`config.mk`:
```
export PLATFORM = sky130hd
export DESIGN_NAME = evt2_stream_decoder
export DESIGN_NICKNAME = d
export VERILOG_FILES = /design/src/rtl/evt2_stream_decoder.sv
export SDC_FILE = /design/constraint.sdc
export NUM_CORES = 1
export LEC_CHECK = 0
export BUFFER_PORTS_ARGS = -buffer_cell sky130_fd_sc_hd__buf_2
export CORE_MARGIN = 3
export CORE_UTILIZATION = 51
export CTS_CLUSTER_SIZE = 30
export DETAILED_ROUTE_END_ITERATION = 10
export GPL_TIMING_DRIVEN = 0
export MAX_ROUTING_LAYER = met4
export PLACE_DENSITY = 0.9
export SLEW_MARGIN = 20
export SYNTH_ARGS = -nofsm -noshare
export SYNTH_HDL_FRONTEND = slang
export SYNTH_SLANG_ARGS = --single-unit
```
`constraint.sdc`:
```
create_clock -name clk -period 1.95 [get_ports clk]
set_input_delay 0.39 -clock clk [delete_from_list [all_inputs] [get_ports clk]]
set_output_delay 0.39 -clock clk [all_outputs]
set_load 0.01 [all_outputs]
```
`src/rtl/evt2_stream_decoder.sv`:
```
// EVT2 front-end: decodes 32-bit EVT2 words into downsampled grid events with a
// windowed timestamp, applies an ROI offset with clamp-or-drop handling, and
// presents events through a 2-entry output buffer on a valid/ready stream.
// Build macro EVT2_DEC_STATS_EN adds saturating event/drop/unknown counters on
// stat_*; without it those ports are tied to zero.
module evt2_stream_decoder #(
   parameter int unsigned GRID_BITS  = 4,
   parameter int unsigned DS_SHIFT   = 4,
   parameter int unsigned X_OFFSET   = 0,
   parameter int unsigned Y_OFFSET   = 0,
   parameter int unsigned CLAMP_MODE = 1,
   parameter int unsigned TS_BITS    = 16,
   parameter int unsigned TS_LSB     = 0
) (
   input  logic                 clk,
   input  logic                 rst_n,
   input  logic [31:0]          data_in,
   input  logic                 data_valid,
   output logic                 data_ready,
   output logic [GRID_BITS-1:0] x_out,
   output logic [GRID_BITS-1:0] y_out,
   output logic                 polarity,
   output logic [TS_BITS-1:0]   timestamp,
   output logic                 event_valid,
   input  logic                 event_ready,
   output logic [15:0]          stat_events,
   output logic [15:0]          stat_dropped,
   output logic [15:0]          stat_unknown
);

   localparam int unsigned RAW_BITS     = 11;
   localparam int unsigned REL_BITS     = 12;
   localparam int unsigned TH_BITS      = 28;
   localparam int unsigned TSL_BITS     = 6;
   localparam int unsigned FULL_TS_BITS = TH_BITS + TSL_BITS;
   localparam int unsigned CNT_BITS     = 16;

   localparam logic [RAW_BITS-1:0]        X_OFF    = RAW_BITS'(X_OFFSET);
   localparam logic [RAW_BITS-1:0]        Y_OFF    = RAW_BITS'(Y_OFFSET);
   localparam logic signed [REL_BITS-1:0] GRID_MAX = REL_BITS'((1 << GRID_BITS) - 1);

   localparam logic [3:0] PKT_CD_OFF    = 4'h0;
   localparam logic [3:0] PKT_CD_ON     = 4'h1;
   localparam logic [3:0] PKT_TIME_HIGH = 4'h8;
   localparam logic [3:0] PKT_EXT_A     = 4'hA;
   localparam logic [3:0] PKT_EXT_TRIG  = 4'hE;

   typedef struct packed {
      logic [GRID_BITS-1:0] x;
      logic [GRID_BITS-1:0] y;
      logic                 pol;
      logic [TS_BITS-1:0]   ts;
   } evt_t;

   // One axis: {in_range, clamped grid coordinate}
   function automatic logic [GRID_BITS:0] map_axis(input logic [RAW_BITS-1:0] raw,
                                                   input logic [RAW_BITS-1:0] off);
      logic signed [REL_BITS-1:0] rel;
      logic signed [REL_BITS-1:0] g;
      rel = $signed({1'b0, raw}) - $signed({1'b0, off});
      g   = rel >>> DS_SHIFT;
      if (g[REL_BITS-1])
         map_axis = {1'b0, {GRID_BITS{1'b0}}};
      else if (g > GRID_MAX)
         map_axis = {1'b0, {GRID_BITS{1'b1}}};
      else
         map_axis = {1'b1, GRID_BITS'(g)};
   endfunction

   logic [TH_BITS-1:0]      time_high_q;
   logic                    th_seen_q;
   logic [1:0]              count_q, count_d;
   evt_t                    head_q, head_d, tail_q, tail_d;
   evt_t                    evt_in;
   logic [GRID_BITS:0]      x_map, y_map;
   logic [FULL_TS_BITS-1:0] full_ts;
   logic [3:0]              pkt_type;
   logic                    accept, is_cd, is_th, coord_ok, push, pop;

   assign pkt_type = data_in[31:28];
   assign accept   = data_valid && data_ready;
   assign is_cd    = (pkt_type == PKT_CD_OFF) || (pkt_type == PKT_CD_ON);
   assign is_th    = (pkt_type == PKT_TIME_HIGH);
   assign pop      = event_valid && event_ready;
   assign push     = accept && is_cd && th_seen_q && coord_ok;

   // Decode the CD payload into a candidate buffer entry
   always_comb begin
      evt_in   = '0;
      x_map    = map_axis(data_in[21:11], X_OFF);
      y_map    = map_axis(data_in[10:0], Y_OFF);
      full_ts  = {time_high_q, data_in[27:22]};
      evt_in.x   = x_map[GRID_BITS-1:0];
      evt_in.y   = y_map[GRID_BITS-1:0];
      evt_in.pol = (pkt_type == PKT_CD_ON);
      evt_in.ts  = TS_BITS'(full_ts >> TS_LSB);
      coord_ok = (CLAMP_MODE != 0) || (x_map[GRID_BITS] && y_map[GRID_BITS]);
   end

   // Buffer next state: head is the presented entry, tail the queued one
   always_comb begin
      count_d = count_q;
      head_d  = head_q;
      tail_d  = tail_q;
      case (count_q)
         2'd0: begin
            if (push) begin
               head_d  = evt_in;
               count_d = 2'd1;
            end
         end
         2'd1: begin
            if (push && pop) begin
               head_d = evt_in;
            end else if (push) begin
               tail_d  = evt_in;
               count_d = 2'd2;
            end else if (pop) begin
               count_d = 2'd0;
            end
         end
         2'd2: begin
            if (pop) begin
               head_d  = tail_q;
               count_d = 2'd1;
            end
         end
         default: count_d = 2'd0;
      endcase
   end

   // Buffer state and registered handshake flags
   always_ff @(posedge clk or negedge rst_n) begin
      if (!rst_n) begin
         count_q     <= 2'd0;
         head_q      <= '0;
         tail_q      <= '0;
         event_valid <= 1'b0;
         data_ready  <= 1'b1;
      end else begin
         count_q     <= count_d;
         head_q      <= head_d;
         tail_q      <= tail_d;
         event_valid <= (count_d != 2'd0);
         data_ready  <= (count_d != 2'd2);
      end
   end

   // TIME_HIGH capture; applies to CD words accepted afterwards
   always_ff @(posedge clk or negedge rst_n) begin
      if (!rst_n) begin
         time_high_q <= '0;
         th_seen_q   <= 1'b0;
      end else if (accept && is_th) begin
         time_high_q <= data_in[TH_BITS-1:0];
         th_seen_q   <= 1'b1;
      end
   end

   assign x_out     = head_q.x;
   assign y_out     = head_q.y;
   assign polarity  = head_q.pol;
   assign timestamp = head_q.ts;

`ifdef EVT2_DEC_STATS_EN
   logic                cd_drop, unk_word;
   logic [CNT_BITS-1:0] events_q, dropped_q, unknown_q;

   assign cd_drop  = accept && is_cd && !push;
   assign unk_word = accept && !is_cd && !is_th &&
                     (pkt_type != PKT_EXT_A) && (pkt_type != PKT_EXT_TRIG);

   // Saturating statistics counters
   always_ff @(posedge clk or negedge rst_n) begin
      if (!rst_n) begin
         events_q  <= '0;
         dropped_q <= '0;
         unknown_q <= '0;
      end else begin
         if (push && (events_q != '1))
            events_q <= events_q + CNT_BITS'(1);
         if (cd_drop && (dropped_q != '1))
            dropped_q <= dropped_q + CNT_BITS'(1);
         if (unk_word && (unknown_q != '1))
            unknown_q <= unknown_q + CNT_BITS'(1);
      end
   end

   assign stat_events  = events_q;
   assign stat_dropped = dropped_q;
   assign stat_unknown = unknown_q;
`else
   assign stat_events  = 16'h0000;
   assign stat_dropped = 16'h0000;
   assign stat_unknown = 16'h0000;
`endif

endmodule
```
# == Word level (Yosys, flattened, before mapping) ==
# Cells that the tools add are included.
# totals
output_inout_bits,75
regBits,65
wordCells,49
# op_classes
n_reduce_logical,13
bitwise,1
magnitude_cmp,2
n_eq_ne,8
n_mux,12
# op_table
op,n
$mux 25,3
$pmux 25 s3,1
$gt 7x4->1 const B,2
$mux 2,5
$mux 4,2
$ne 2x2->1 const B,4
$logic_and 1x1->1,6
$pmux 2 s3,1
$eq 4x1->1 const B,1
$eq 4x4->1 const B,1
$logic_not 4->1,1
$reduce_and 4->1,1
$reduce_and 3->1,1
$reduce_bool 3->1,1
$eq 2x1->1 const B,1
$eq 2x2->1 const B,1
$logic_not 2->1,1
$reduce_bool 2->1,1
$logic_or 1x1->1,1
$not 1->1,1

# == Depth between registers and ports, before layout ==
# Gate-level depths: netlist of run 1.
# depth
word_depth,8
mapped_depth,7

# == Worst setup path after synthesis of run 1 ==
# OpenSTA, ideal clock, no wires.
# synth_path
path_kind,input-to-reg
from,in data_in[29]
to,reg tail_q[13] in the netlist's numbering
arrival_ps,1600
path_stages,5
setup_slack_ps,222
setup_ps,128
n_path_buf,1
cell_sequence,nor3_4 -> nand4_4 -> nor3_4 -> buf_6 -> mux2_1
# synth_between
elab_chain_len,7
elab_cells_between_ends,8
cone_classes,eq/ne (1); bitwise (1); reduce/logical (6)
# synth_lines
element,line_no,text
start: declaration,17,"input logic [31:0] data_in,"
$eq 4x1->1 / $logic_not 4->1 (equally long branches),82,assign is_cd = (pkt_type == PKT_CD_OFF) || (pkt_type == PKT_CD_ON);
$logic_or 1x1->1 *,82,
$logic_and 1x1->1 * (2 in a row),85,assign push = accept && is_cd && th_seen_q && coord_ok;
$logic_and 1x1->1,113,if (push && pop) begin
$not 1->1 (no source line),-,
$reduce_and 3->1 (no source line) *,-,
end signal: assignment,143,tail_q <= tail_d;
end: declaration,73,"evt_t head_q, head_d, tail_q, tail_d;"
# Every way passes the cells marked *; elsewhere a longest branch is shown, timed or not.
# A chain may end at the register's enable or synchronous reset.

# == Worst setup path after layout of run 1 ==
# layout_path
from,reg data_ready
to,reg tail_q[14] in the netlist's numbering
# layout_between
elab_chain_len,6
# layout_lines
element,line_no,text
start: declaration,19,"output logic data_ready,"
start signal: assignment,145,data_ready <= (count_d != 2'd2);
$logic_and 1x1->1 *,81,assign accept = data_valid && data_ready;
$logic_and 1x1->1 * (2 in a row),85,
$logic_and 1x1->1,113,
$not 1->1 (no source line),-,
$reduce_and 3->1 (no source line) *,-,
# Marked as above.

==> results of run 1 <==
-- per-layer routing --
metal	routed length [µm]	vias to the layer above	share of wire, %	GRT usage (%)
met3	479	17	6.9	4.35
met1	2850	1107	41	21.8
met5	0	-	0	-
met2	3430	82	50	31.7
li1	-	1093	-	-
met4	145	0	2.1	8.22
-- registers in the layout, indices dropped and copies added, names as in the netlist, 2 cells and up --
| signal | count |
|---|---|
| tail_q | 25 |
| timestamp | 16 |
| time_high_q | 10 |
| x_out | 4 |
| y_out | 4 |
| count_q | 2 |
-- through the flow --
| stage | instance area [µm²] | TNS (ns) |
|---|---|---|
| floorplan | 3530 | 0 |
| global placement | 3910 | -0.915 |
| detailed placement | 3920 | -1.55 |
| CTS | 4120 | 0 |
| global route | 4120 | 0 |
| finish | 4120 | 0 |
-- placed cells by master, fill, tap and decap left out, types with 2 or more instances in the layout --
master     n
mux2_2    32
clkbuf_8  12
or3_1      2
a21oi_1    8
conb_1    48
nor3_4     2
mux2_4    19
mux2i_1   10
mux2_1     2
buf_6      3
buf_2     61
nand2_1   51
buf_4     49
dfrtp_1   64
nor2_1    16
clkbuf_1   5
buf_12     2
inv_1      9
-- final cells by class --
| type | instances | area, µm² | share of cell area, % |
|---|---|---|---|
| buffer | 61 | 469 | 11.4 |
| timing repair buffer | 58 | 293 | 7.10 |
| multi-input combinational | 204 | 1400 | 33.9 |
| tap | 75 | 93.8 | 2.28 |
| clock buffer | 14 | 173 | 4.19 |
| inverter | 9 | 33.8 | 0.819 |
| clock inverter | 2 | 35.0 | 0.850 |
| sequential | 65 | 1630 | 39.5 |
-- logic make-up (layout without fill, tap and decap cells) --
family / after synthesis / in the layout / share of synthesized area (%)
mux: 63 / 63 / 22.9
other cells: 1 / 48 / 0.112
compound gates: 14 / 14 / 2.50
simple gates: 79 / 79 / 10.9
buf+inv: 70 / 144 / 15.0
flops: 65 / 65 / 48.6
-- power by group --
| part | total [W] | switching, W | internal [W] |
|---|---|---|---|
| Combinational | 0.00141 | 0.000629 | 0.000781 |
| Sequential | 0.00203 | 0.000246 | 0.00178 |
| Clock | 0.00119 | 0.000499 | 0.000695 |
| Total | 0.00463 | 0.00137 | 0.00326 |
-- worst min path at each step --
stage	depth (start not counted)	endpoint	slack [ns]	from
after floorplan	0	count_q[0]	0.09	rst_n
after global placement	1	tail_q[13]	0.47	tail_q[13]
after detailed placement	1	timestamp[10]	0.49	timestamp[10]
after CTS	1	tail_q[9]	0.17	rst_n
after global routing	1	timestamp[9]	0.19	rst_n
final	1	tail_q[9]	0.13	rst_n
==> impl_metrics.yaml, run 1 <==
clock_network:
  clk_latency_ns: 0.34
  root_buffer: "clkbuf_8"
  clock-sinks: 65
  cts.repair.resized: 0
  cts_htree_levels: 3
  postCtsHoldBufs: 0
  post_cts_buffers: 0
  cts_tree: "built"
  cts_buffer_depth: 2
  clkTransAtPathRegs_ns: 0.07
  cts_buffers: 9
final_layout:
  finalNonFillerCells: 488
  drive_above_1_share_pct: 45.3
  areaGrowthSynthToFinish_pct: 23.0
  final_nets: 444
  post-route-util_pct: 67.2
  num_antenna_cells: 0
  final.fill_count: 476
worst_setup_path:
  cp.buffers_inverters: 1
  cp-end-kind: "register"
  crit_chain: "nand4_4, nor3_4, buf_6, mux2_1"
  ff2ff_path_depth: 4
  startpoint: "data_ready"
  timing.reg2reg.setup_slack_ns: 0.09
  cp.depth: 4
  cp_top_family: "simple AND/OR/NAND/NOR gates"
  path_max_fanout: 10
  timing.rr.start: "data_ready"
  start_kind: "register"
  required_ns: 2.17
  crit_slowest_cell: "dfstp_2"
  cpPeakStageDelay_ns: 0.56
  crit_end: "tail_q[14]"
  crit_arrival_ns: 2.09
  worst_r2r_endpoint: "tail_q[14]"
  worst-setup-path-type: "register to register"
route:
  wl_per_cell_um: 14.2
  drtPass1Iterations: 5
  drt_iter0_drc: 121
  finalWirelength_um: 6910
  drc: 0
  vias: 2299
  vias_per_cell: 4.71
  ant_nets: 0
sta:
  whs_ns: 0.133
  fin_skew_ns: 0.0105
  rsz0062_at_grt: "false"
  final-max-slew-violation-count: 0
  finalCritPeriodShare_pct: 95.6
  setup_viol: 0
  tightest_slew_ns: 0.816
  relSlewSlack_pct: 45.6
  min_period_ns: 1.86
  fmax_mhz: 536
  hold_viol_final: 0
  setup_ws_ns: 0.0853
floorplanning:
  dieArea_um2: 7580
  initial_core_util_pct: 54.7
  fp-row-count: 28
  die_x_um: 87.1
  core-area_um2: 6130
  io_pins: 111
  die_height_um: 87.1
yosys:
  synthArstFlopShare_pct: 100
  avgSynthCellArea_um2: 11.5
  ys_seq_elements: 65
  yosysTopAreaCellShare_pct: 47.8
  synth_cell_types: 33
  synth-edff-count: 0
  synth_top_flop_cell: "dfrtp_1"
  synth-seq-area-share_pct: 48.6
  synth_area_um2: 3350
  synth_top_area_cell: "dfrtp_1"
  yosysMostFrequentCell: "dfrtp_1"
  ys_warn_count: 0
  synth_cells: 292
  yosys-top-cells-area: "dfrtp_1 (48%), buf_4 (11%), mux2_2 (11%)"
  synth_commonest_cells: "dfrtp_1 (64), nand2_1 (51), buf_4 (48)"
grt:
  grt_pass1_vias: 2258
  grt_pass1_wl_um: 10700
  grt_remaining_overflow: 0
  antenna_found_initial: 0
  grt_max_degree: 66
  grt_use_total_pct: 19.0
placed_design:
  portBuffers: 58
  routabilityCongestion: 0.738
  dpl.hpwl_um: 5000
  place_ws_ns: -0.155
  numPlacedInstances: 472
power_and_ir_drop:
  powerDensity_nw_per_um2: 1120
  power_w: 0.00463
  p_leak_nw: 2.27
  ir_drop_v: 0.000703
outcome:
  status: "completed"
min_path:
  hp-class: "input port to asynchronous set/reset pin"
run:
  maxCapViolations: 0
Note: power is estimated with default switching activity, not from simulation.
==> inputs of run 2 (changes only) <==
--- a/config.mk
+++ b/config.mk
@@ -5,14 +5,14 @@
 export SDC_FILE = /design/constraint.sdc
 export NUM_CORES = 1
 export LEC_CHECK = 0
-export BUFFER_PORTS_ARGS = -buffer_cell sky130_fd_sc_hd__buf_2
 export CORE_MARGIN = 3
-export CORE_UTILIZATION = 51
+export CORE_UTILIZATION = 55
 export CTS_CLUSTER_SIZE = 30
 export DETAILED_ROUTE_END_ITERATION = 10
+export DONT_BUFFER_PORTS = 1
 export GPL_TIMING_DRIVEN = 0
 export MAX_ROUTING_LAYER = met4
-export PLACE_DENSITY = 0.9
+export PLACE_DENSITY = 0.79
 export SLEW_MARGIN = 20
 export SYNTH_ARGS = -nofsm -noshare
 export SYNTH_HDL_FRONTEND = slang
==> run 2 against run 1 <==
Against the previous run:
- register-to-register slack better by 0.08 ns
- hold slack better by 0.063 ns
- first-iteration DRC count is 9.1% lower
- utilization is 1.1 points higher
- critical endpoint is now y_out[1]
- setup slack better by 0.084 ns
- non-clock buffer count is 54 lower
==> impl_metrics.yaml, run 2 (synthesized netlist as in run 1, its figures left out) <==
outcome:
  status: "completed"
grt:
  antenna_found_initial: 0
  grt_use_total_pct: 20.7
  grt_max_degree: 66
  grt-busiest-layer: "met2"
  met2_usage_pct: 32.8
  grt_pass1_wl_um: 10900
  grt_pass1_vias: 2148
  grt_remaining_overflow: 0
  use_met3_pct: 9.67
  use_met1_pct: 23.6
route:
  drtPass1Iterations: 4
  ant_nets: 0
  drc: 0
  vias_per_cell: 4.78
  drt_iter0_drc: 110
  vias: 2061
  wl_per_cell_um: 15.4
  finalWirelength_um: 6650
sta:
  finalCritPeriodShare_pct: 91.3
  tightest_slew_ns: 0.563
  fin_skew_ns: 0.00572
  setup_viol: 0
  min_period_ns: 1.78
  final-max-slew-violation-count: 0
  rsz0062_at_grt: "false"
  fmax_mhz: 561
  setup_ws_ns: 0.169
  hold_viol_final: 0
  relSlewSlack_pct: 62.4
final_layout:
  drive_above_1_share_pct: 37.3
  areaGrowthSynthToFinish_pct: 16.3
  final_nets: 390
  largest_reg_flops: 25
  top_register: "tail_q"
  layout_common_cells: "dfrtp_1 (64), nand2_1 (51), buf_4 (50), conb_1 (48), mux2_2 (32)"
  post-route-util_pct: 68.3
  num_antenna_cells: 0
  final_common_cell: "dfrtp_1"
floorplanning:
  fp-row-count: 27
  initial_core_util_pct: 58.7
  core-area_um2: 5710
  die_x_um: 84.1
  dieArea_um2: 7070
  io_pins: 111
  die_height_um: 84.1
power_and_ir_drop:
  ir_drop_v: 0.000667
  power_w: 0.00448
  powerDensity_nw_per_um2: 1150
  p_leak_nw: 2.07
clock_network:
  clkTransAtPathRegs_ns: 0.07
  cts_htree_levels: 3
  root_buffer: "clkbuf_8"
  cts_tree: "built"
  clk_latency_ns: 0.34
  cts.repair.resized: 0
  cts_buffer_depth: 2
  clock-sinks: 65
  cts_buffers: 9
placed_design:
  place_ws_ns: -0.0490
  routabilityCongestion: 0.699
  portBuffers: 0
  dpl.hpwl_um: 4640
worst_setup_path:
  cp-end-kind: "register"
  ff2ff_path_depth: 6
  startpoint: "count_q[1]"
  cp_top_family: "buffers and inverters"
  path_common_cell: "buf_2"
  crit_chain: "buf_2, nand2b_1, buf_2, clkbuf_1, a21oi_1, mux2_4"
  cpPeakStageDelay_ns: 0.45
  start_kind: "register"
  crit_arrival_ns: 2.01
  timing.rr.start: "count_q[1]"
  cp.buffers_inverters: 3
  worst-setup-path-type: "register to register"
  cp.depth: 6
  worst_r2r_endpoint: "y_out[1]"
  path_max_fanout: 10
  crit_end: "y_out[1]"
  crit_slowest_cell: "clkbuf_1"
  required_ns: 2.18
  timing.reg2reg.setup_slack_ns: 0.17
run:
  maxCapViolations: 0
min_path:
  hp-class: "input port to register"
[run 2: what timing repair did]
action,4_1_cts,5_1_grt
setup endpoints to repair,0,12
endpoints found under the hold margin,65,0
hold buffers,2,0
setup buffers,0,2
[run 2: per-layer routing]
layer,part of all wire (%),vias to the layer above
li1,-,987
met1,37,978
met2,51,86
met3,10,10
met4,1.2,0
met5,0,-
[run 2: layout make-up]
class                      count  area (µm²)
inverter                       9        33.8
multi-input combinational    204        1400
timing repair buffer           4        52.6
buffer                        61         469
tap                           72        90.1
clock inverter                 5        77.6
sequential                    65        1630
clock buffer                  11         151
fill                         452        1810
[run 2: stage by stage]
step / cells / cell area [µm²] / hold slack, ns / setup TNS (ns)
floorplan: 339 / 3530 / 0.0944 / 0
global placement: 411 / 3620 / 0.0966 / 0
global route: 431 / 3900 / 0.169 / 0
finish: 431 / 3900 / 0.196 / 0
detailed placement: 411 / 3620 / 0.0962 / -0.436
CTS: 429 / 3880 / 0.179 / 0
[run 2: worst min-delay path by stage]
stage           startpoint              to  slack (ns)  cells after the start
3_5_place_dp         rst_n  time_high_q[1]         0.1                      0
5_1_grt         data_in[5]  time_high_q[5]        0.17                      1
6_report       data_in[22]       tail_q[0]        0.20                      1
3_3_place_gp         rst_n  time_high_q[1]         0.1                      0
2_1_floorplan        rst_n      count_q[0]        0.09                      0
4_1_cts        data_in[22]       tail_q[0]        0.18                      1
[run 2: power breakdown]
group | switching, W | total, W | internal, W | leakage (nW)
logic | 0.000369 | 0.000964 | 0.000595 | 1.17
clock network | 0.000513 | 0.00130 | 0.000785 | 0.115
registers | 0.000435 | 0.00222 | 0.00178 | 0.788
total | 0.00132 | 0.00448 | 0.00316 | 2.07
[run 2: worst register-to-register path, delay by kind of cell, from the launching register on]
kind,cells,cell delay (ns)
buf+inv,3,0.80
flops,1,0.35
mux,1,0.29
compound gates,1,0.15
simple gates,1,0.07
==> inputs of run 3 (changes only) <==
==> constraint.sdc (replaced) <==
create_clock -name clk -period 1.95 [get_ports clk]
set_input_delay 0.0975 -clock clk [delete_from_list [all_inputs] [get_ports clk]]
set_output_delay 0.0975 -clock clk [all_outputs]
set_load 0.01 [all_outputs]
==> run 3 against run 2 <==
Against the previous run:
- design area grew 5.1%
- utilization increased by 3.5 points
- setup slack lost 0.022 ns
- critical path type unchanged
- highest routed layer unchanged
==> impl_metrics.yaml, run 3 (synthesized netlist as in run 1, its figures left out) <==
outcome:
  status: "completed"
clock_network:
  clk_latency_ns: 0.35
  cts_buffers: 9
  cts_tree: "built"
  cts_htree_levels: 3
  cts.repair.resized: 0
  cts_buffer_depth: 2
  clock-sinks: 65
  root_buffer: "clkbuf_8"
  clkTransAtPathRegs_ns: 0.07
placed_design:
  placed_area_um2: 3620
  place_ws_ns: 0.0245
  dpl.hpwl_um: 4640
  numPlacedInstances: 411
  routabilityCongestion: 0.699
  portBuffers: 0
sta:
  hold_viol_final: 0
  final-max-slew-violation-count: 0
  fin_setup_tns_ns: 0
  setup_ws_ns: 0.147
  fmax_mhz: 555
  setup_viol: 0
  finalCritPeriodShare_pct: 92.5
  min_period_ns: 1.80
  tightest_slew_ns: 0.560
  rsz0062_at_grt: "false"
  fin_skew_ns: 0.00794
  relSlewSlack_pct: 62.7
route:
  wl_per_cell_um: 15.5
  vias_per_cell: 4.78
  ant_nets: 0
  finalWirelength_um: 6970
  drc: 0
  vias: 2156
  drt_iter0_drc: 88
  drtPass1Iterations: 4
worst_setup_path:
  start_kind: "register"
  cp-end-kind: "register"
  crit_arrival_ns: 2.03
  required_ns: 2.18
  path_max_fanout: 10
  worst-setup-path-type: "register to register"
power_and_ir_drop:
  p_leak_nw: 2.15
  internal_power_w: 0.00319
  power_w: 0.00453
  swShare_pct: 29.5
  pwr-share-seq_pct: 49.1
  p_switching_w: 0.00134
  powerDensity_nw_per_um2: 1100
  ir_drop_v: 0.000676
  clock_power_share_pct: 28.8
  comb_power_share_pct: 22.1
final_layout:
  final_common_cell: "dfrtp_1"
  areaGrowthSynthToFinish_pct: 22.3
  finalNonFillerCells: 451
  final_nets: 410
  drive_above_1_share_pct: 35.4
  largest_reg_flops: 25
  final_cell_area_um2: 4100
  final.fill_count: 433
  layout_common_cells: "dfrtp_1 (64), nand2_1 (51), buf_4 (50), conb_1 (48), mux2_2 (32)"
  num_antenna_cells: 0
  top_register: "tail_q"
grt:
  antenna_found_initial: 0
  grt_use_total_pct: 21.4
  grt_remaining_overflow: 0
  grt_max_degree: 66
  grt_pass1_vias: 2255
  grt_pass1_wl_um: 11400
floorplanning:
  dieArea_um2: 7070
  core-area_um2: 5710
  fp-row-count: 27
  die_height_um: 84.1
  die_x_um: 84.1
  io_pins: 111
  initial_core_util_pct: 58.7
min_path:
  hp-class: "input port to register"
run:
  maxCapViolations: 0
[run 3: cell type report]
class / count / area (µm²) / share of cell area (%)
Buffer: 61 / 469 / 11.4
Timing Repair Buffer: 24 / 253 / 6.16
Tap cell: 72 / 90.1 / 2.20
Sequential cell: 65 / 1630 / 39.7
Inverter: 9 / 33.8 / 0.824
Multi-Input combinational cell: 204 / 1400 / 34.1
Clock inverter: 5 / 77.6 / 1.89
Clock buffer: 11 / 151 / 3.69
[run 3: path summary, 6_finish.rpt]
kind / startpoint / endpoint / slack [ns] / cells past startpoint
min in group asynchronous: rst_n / tail_q[9] / 0.29 / 2
min: data_in[30] / time_high_q[0] / 0.03 / 2
max: count_q[1] / y_out[1] / 0.15 / 6
max reg2reg: count_q[1] / y_out[1] / 0.15 / 6
max in group asynchronous: rst_n / data_ready / 1.35 / 2
min reg2reg: tail_q[14] / tail_q[14] / 0.50 / 1
[run 3: worst max-delay path: stages, from the launching register on]
cell	delay, ns
dfrtp_1	0.35
buf_2	0.16
nand2b_1	0.07
buf_2	0.19
clkbuf_1	0.46
a21oi_1	0.16
mux2_4	0.29
[run 3: what timing repair did]
| action | CTS | global route |
|---|---|---|
| setup endpoints to repair | 0 | 12 |
| hold buffers | 22 | 0 |
| endpoints found under the hold margin | 95 | 0 |
| buffers inserted | 0 | 2 |
[run 3: power by group through the flow]
stage | combinational, W | sequential [W] | clock (W)
after detailed placement | 0.000924 | 0.00225 | 0
after global placement | 0.000880 | 0.00223 | 0
final | 0.00100 | 0.00222 | 0.00130
after floorplan | 0.000821 | 0.00214 | 0
after global routing | 0.00111 | 0.00228 | 0.00139
after CTS | 0.00100 | 0.00223 | 0.00133
[run 3: layer usage]
layer  up-vias  track usage (%)  share of wire, %
met2        86             35.3                52
met5         -                -                 0
met4         0             5.56               1.5
met3        11             8.79               9.0
met1      1035             24.2                37
li1       1024                -                 -
[run 3: per-stage QoR]
stage          utilization, %  hold WS [ns]
2_1_floorplan               -        -0.198
3_3_place_gp             63.4        -0.196
3_5_place_dp             63.4        -0.196
4_1_cts                  71.6        0.0183
5_1_grt                  71.8        0.0295
6_report                 71.8        0.0318
